<file path="src/rtl/predicate_stage_pkg.sv">
// rtl/predicate_stage_pkg.sv - shared defaults for the predicate stage
`ifndef NOP
`define NOP 32'h0000_0013
`endif

package predicate_stage_pkg;
  localparam int          PRED_W_DEF    = 4;
  localparam logic [3:0]  PRIV_BASE_DEF = 4'hC;
  localparam logic [31:0] NOP_INSTR_DEF = `NOP;
endpackage

</file>
<file path="src/rtl/predicate_stage_skid_buf.sv">
// rtl/predicate_stage_skid_buf.sv - two-entry skid buffer (main + skid), registered outputs
module skid_buf #(
  parameter int W = 8
) (
  input  logic         clk_i,
  input  logic         rst_i,
  input  logic         flush_i,
  input  logic         push_i,
  input  logic [W-1:0] data_i,
  output logic         ready_o,
  output logic         valid_o,
  output logic [W-1:0] data_o,
  input  logic         ready_i
);
  logic         main_vld_q, main_vld_d;
  logic         skid_vld_q, skid_vld_d;
  logic [W-1:0] main_q, main_d;
  logic [W-1:0] skid_q, skid_d;
  logic         pop;

  assign pop     = main_vld_q && ready_i;
  assign ready_o = !skid_vld_q;
  assign valid_o = main_vld_q;
  assign data_o  = main_q;

  always_comb begin
    main_vld_d = main_vld_q;
    skid_vld_d = skid_vld_q;
    main_d     = main_q;
    skid_d     = skid_q;
    if (flush_i) begin
      main_vld_d = 1'b0;
      skid_vld_d = 1'b0;
    end else if (!main_vld_q || pop) begin
      // Skid entry is older than any incoming word, so it drains to main first.
      if (skid_vld_q) begin
        main_d     = skid_q;
        main_vld_d = 1'b1;
        skid_vld_d = push_i;
        if (push_i) skid_d = data_i;
      end else begin
        main_vld_d = push_i;
        if (push_i) main_d = data_i;
      end
    end else if (push_i) begin
      skid_vld_d = 1'b1;
      skid_d     = data_i;
    end
  end

  always_ff @(posedge clk_i or posedge rst_i) begin
    if (rst_i) begin
      main_vld_q <= 1'b0;
      skid_vld_q <= 1'b0;
      main_q     <= '0;
      skid_q     <= '0;
    end else begin
      main_vld_q <= main_vld_d;
      skid_vld_q <= skid_vld_d;
      main_q     <= main_d;
      skid_q     <= skid_d;
    end
  end
endmodule

</file>
<file path="src/rtl/predicate_stage.sv">
// rtl/predicate_stage.sv - predicate evaluation, squash-to-NOP and squash counting
module predicate_stage
  import predicate_stage_pkg::*;
#(
  parameter int                 INSTR_W   = 32,
  parameter int                 PRED_W    = PRED_W_DEF,
  parameter int                 REG_W     = 32,
  parameter logic [PRED_W-1:0]  PRIV_BASE = PRIV_BASE_DEF,
  parameter logic [INSTR_W-1:0] NOP_INSTR = NOP_INSTR_DEF,
  parameter bit                 INVERT_EN = 1'b0
) (
  input  logic                      clk,
  input  logic                      rst,
  input  logic                      in_valid,
  output logic                      in_ready,
  input  logic [INSTR_W-1:0]        instr,
  output logic [PRED_W-1:0]         reg_addr,
  input  logic [REG_W-1:0]          reg_value,
  input  logic                      reg_busy,
  input  logic                      flush,
  output logic                      out_valid,
  input  logic                      out_ready,
  output logic [INSTR_W-PRED_W-1:0] instr_out,
  output logic                      privileged,
  output logic                      squashed,
  output logic [15:0]               squash_cnt,
  input  logic                      cnt_clr
);
  localparam int BODY_W = INSTR_W - PRED_W;

  logic              inv_bit;
  logic              pred;
  logic              accept;
  logic [BODY_W+1:0] entry;
  logic [BODY_W+1:0] out_entry;
  logic [15:0]       cnt_q, cnt_d;

  assign reg_addr = instr[INSTR_W-1 -: PRED_W];
  assign inv_bit  = INVERT_EN ? instr[BODY_W-1] : 1'b0;
  assign pred     = (reg_value == '0) ^ inv_bit;
  assign accept   = in_valid && in_ready && !reg_busy && !flush;
  assign entry    = {(reg_addr >= PRIV_BASE), !pred,
                     pred ? instr[BODY_W-1:0] : NOP_INSTR[BODY_W-1:0]};

  skid_buf #(.W(BODY_W + 2)) u_skid_buf (
    .clk_i   (clk),
    .rst_i   (rst),
    .flush_i (flush),
    .push_i  (accept),
    .data_i  (entry),
    .ready_o (in_ready),
    .valid_o (out_valid),
    .data_o  (out_entry),
    .ready_i (out_ready)
  );

  assign {privileged, squashed, instr_out} = out_entry;

  // Clear beats increment; the count sticks at all-ones.
  always_comb begin
    cnt_d = cnt_q;
    if (cnt_clr) begin
      cnt_d = '0;
    end else if (accept && !pred && cnt_q != 16'hFFFF) begin
      cnt_d = cnt_q + 16'd1;
    end
  end

  always_ff @(posedge clk or posedge rst) begin
    if (rst) cnt_q <= '0;
    else     cnt_q <= cnt_d;
  end

  assign squash_cnt = cnt_q;
endmodule

</file>
<file path="config.mk">
export PLATFORM = sky130hd
export DESIGN_NAME = predicate_stage
export DESIGN_NICKNAME = d
export VERILOG_FILES = /design/src/rtl/predicate_stage_pkg.sv /design/src/rtl/predicate_stage_skid_buf.sv /design/src/rtl/predicate_stage.sv
export SDC_FILE = /design/constraint.sdc
export NUM_CORES = 1
export LEC_CHECK = 0
export CAP_MARGIN = 0
export CORE_UTILIZATION = 51
export CTS_BUF_LIST = sky130_fd_sc_hd__clkbuf_8
export DETAILED_ROUTE_END_ITERATION = 7
export PLACE_DENSITY = 0.88
export SKIP_LAST_GASP = 1
export SYNTH_ARGS = -nofsm -noshare
export SYNTH_HDL_FRONTEND = slang
export SYNTH_SLANG_ARGS = --single-unit
</file>
<file path="constraint.sdc">
create_clock -name clk -period 5.9 [get_ports clk]
set_input_delay 1.18 -clock clk [delete_from_list [all_inputs] [get_ports clk]]
set_output_delay 1.18 -clock clk [all_outputs]
set_load 0.02 [all_outputs]
</file>
==> summary.txt <==
Crit-path slowest cell: clkdlybuf4s50_1
final hold violations: 0
hold_buf cts: 0
ranking of synthesized cells by area: dfrtp_1 (53%), nand2_1 (8.9%), nand3_1 (4.5%)
vias in the first global route: 3324
die area: 7570 µm²
Post CTS Setup Buffer Count: 0
Layout Nets: 591
f_max: 290 MHz
synth unique cells: 38
antenna violations before repair: 0
minimum clock period: 3450 ps
crit path kind: in -> out
crit path launch: instr[30]
area leader, netlist: dfrtp_1
warning count from the yosys run: 0
DR pass1 iterations: 4
met1 WL: 3950 µm
Clk Latency, worst-skew pair: 350 ps
CTS Buffer Depth: 2
worst vdd ir: 0.141 mV
Async SR Flop Fraction: 100%
final core utilization: 73.9%
Post-synth top cells: nand2_1 (87), dfrtp_1 (78), nor2_1 (36)
Least-Margin Pin Slew: 1090 ps
antenna cells: 0
Syn Nets: 491
vias: 3401
I/O Buffers: 118
Worst-path clk slew: 90 ps
share of cells above drive strength 1: 5.15%
Final Wtd Congestion: 0.813
post-synth top area share: 53.0%
syn avg cell area: 8.79 µm²
sequential share of the synthesized area: 53.0%
Hold Startpoint: u_skid_buf.skid_q[1]$_DFFE_PP0P_
RR Startpoint: u_skid_buf.skid_vld_q$_DFFE_PP0P_
final wirelength: 9340 µm
H-tree levels: 3
RSZ-0062 raised after global routing: false
CP arrival: 2270 ps
DR DRC count: 0
largest net degree at the start of global routing: 61
DR WL/cell: 15.1 µm
P_leak: 0.00193 µW
FP Rows: 30
Final Max Tran Viols: 0
Post-synth top flop: dfrtp_1
hold_ws: 494 ps
HP Class: reg -> reg
first-pass GRT wire length: 15300 µm
Pwr Density: 250 nW/µm²
WHS Path Cells: 2
Total Routing Usage GR: 26.2%
Area Overhead vs Synth: 37.7%
depth of the most critical reg-to-reg path: 5
io pins: 123
Setup TNS: 0 ps
Mapped Cells: 419
core area: 6870 µm²
DR iter-0 viols: 206
skew final: 9.60 ps
type of origin of the critical path: input port
Via density: 5.49
ANT nets after route: 0
Critical Path Stages: 2
Post-Syn Area: 3680 µm²
Post-synth EDFFs: 0
final setup vio count: 0
#FFs+latches synth: 78
highest routed layer: met4
routed wl met3: 441 µm
# resized after CTS: 0
worst-path cell chain: clkdlybuf4s50_1 -> clkdlybuf4s50_1
WP data required: 4720 ps
status: finished, final reports clean
clk sinks: 78
most frequent cell after synthesis: nand2_1
Chip Height: 87.0 µm
CP delay by family, top: buffers and inverters
Worst Path Max Fanout: 2
die width: 87.0 µm
grt ovf: 0
CTS Buf Count: 9
normalized max-slew margin: 27.2%
maxcap violations: 0
DP HPWL: 6470 µm
fin crit share: 58.4%
CTS tree: built
met2 wire len: 4730 µm
Slowest Stage Delay on Critical Path: 610 ps
worst path bufs/invs: 2
most frequent CP cell: clkdlybuf4s50_1
initial core utilization: 53.6%
CP Capture Type: primary output
Root Driver: clkbuf_8
-- worst reg2reg max path, stage by stage (launching register included) --
cell and delay (ps):
dfrtp_1 390, buf_4 270, nor4b_4 520, nand2_2 670, nand2_1 310, o21ai_1 110
-- area by class of cell --
type | count | area [µm²]
Sequential cell | 78 | 1950
Multi-Input combinational cell | 302 | 1560
Tap cell | 96 | 120
Inverter | 7 | 27.5
Clock buffer | 9 | 124
Fill cell | 500 | 1800
Timing Repair Buffer | 121 | 1200
Clock inverter | 7 | 82.6
-- cells in the final DEF, fill, tap and decap left out, types with 9 or more instances in the layout --
| cell | netlist | final |
|---|---|---|
| nand3_1 | 33 | 33 |
| clkdlybuf4s50_1 | 0 | 118 |
| nor4_1 | 10 | 10 |
| o21ai_1 | 27 | 27 |
| o21ai_0 | 13 | 13 |
| clkbuf_8 | 0 | 9 |
| nor2_1 | 36 | 36 |
| a21oi_1 | 15 | 15 |
| dfrtp_1 | 78 | 78 |
| nand2_1 | 87 | 86 |
| a31oi_1 | 25 | 25 |
-- registers in the layout, indices dropped and copies added, names as in the netlist --
| name | count |
|---|---|
| squash_cnt | 16 |
| u_skid_buf.skid_q | 30 |
| u_skid_buf.skid_vld_q | 1 |
| u_skid_buf.valid_o | 1 |
| u_skid_buf.data_o | 30 |
-- path summary, 6_finish.rpt --
path,end,slack (ps)
setup reg to reg,u_skid_buf.skid_q[12]$_DFFE_PP0P_,3480
hold / removal,u_skid_buf.skid_q[1]$_DFFE_PP0P_,490
setup / recovery,reg_addr[2],2450
hold reg to reg,u_skid_buf.skid_q[1]$_DFFE_PP0P_,490
min in group asynchronous,u_skid_buf.data_o[8]$_DFFE_PP0P_,1100
max in group asynchronous,u_skid_buf.data_o[24]$_DFFE_PP0P_,3770
-- through the flow --
step                setup WS, ps  instances  cell area [µm²]  power, µW
finish                      2450        620             5070       1270
global route                2220        620             5070       1320
CTS                         2440        620             5070       1270
detailed placement          2110        604             4870        865
global placement            2230        604             4870        858
floorplan                   2720        419             3680        722
-- power breakdown --
part | switching [µW] | leakage, µW | internal, µW
sequential | 24.0 | 0.00102 | 578
combinational | 121 | 0.000820 | 130
clock | 212 | 0.0000980 | 201
total | 356 | 0.00193 | 910
-- layer usage --
layer / up-vias / GRT usage (%)
li1: 1665 / -
met1: 1611 / 33.1
met2: 105 / 45.0
met3: 20 / 3.89
met5: - / 0
met4: 0 / 10.8
-- cells by family (layout without fill, tap and decap cells) --
kind of cell | count (synthesis) | after routing | synth area share (%)
compound gates | 91 | 91 | 14.1
xor+xnor | 1 | 1 | 0.238
fa+ha+maj | 1 | 1 | 0.340
buf+inv | 39 | 144 | 4.89
flops | 78 | 78 | 53.0
mux | 5 | 5 | 1.53
simple gates | 204 | 204 | 25.9
No activity file was read; power rests on OpenSTA's default activity.
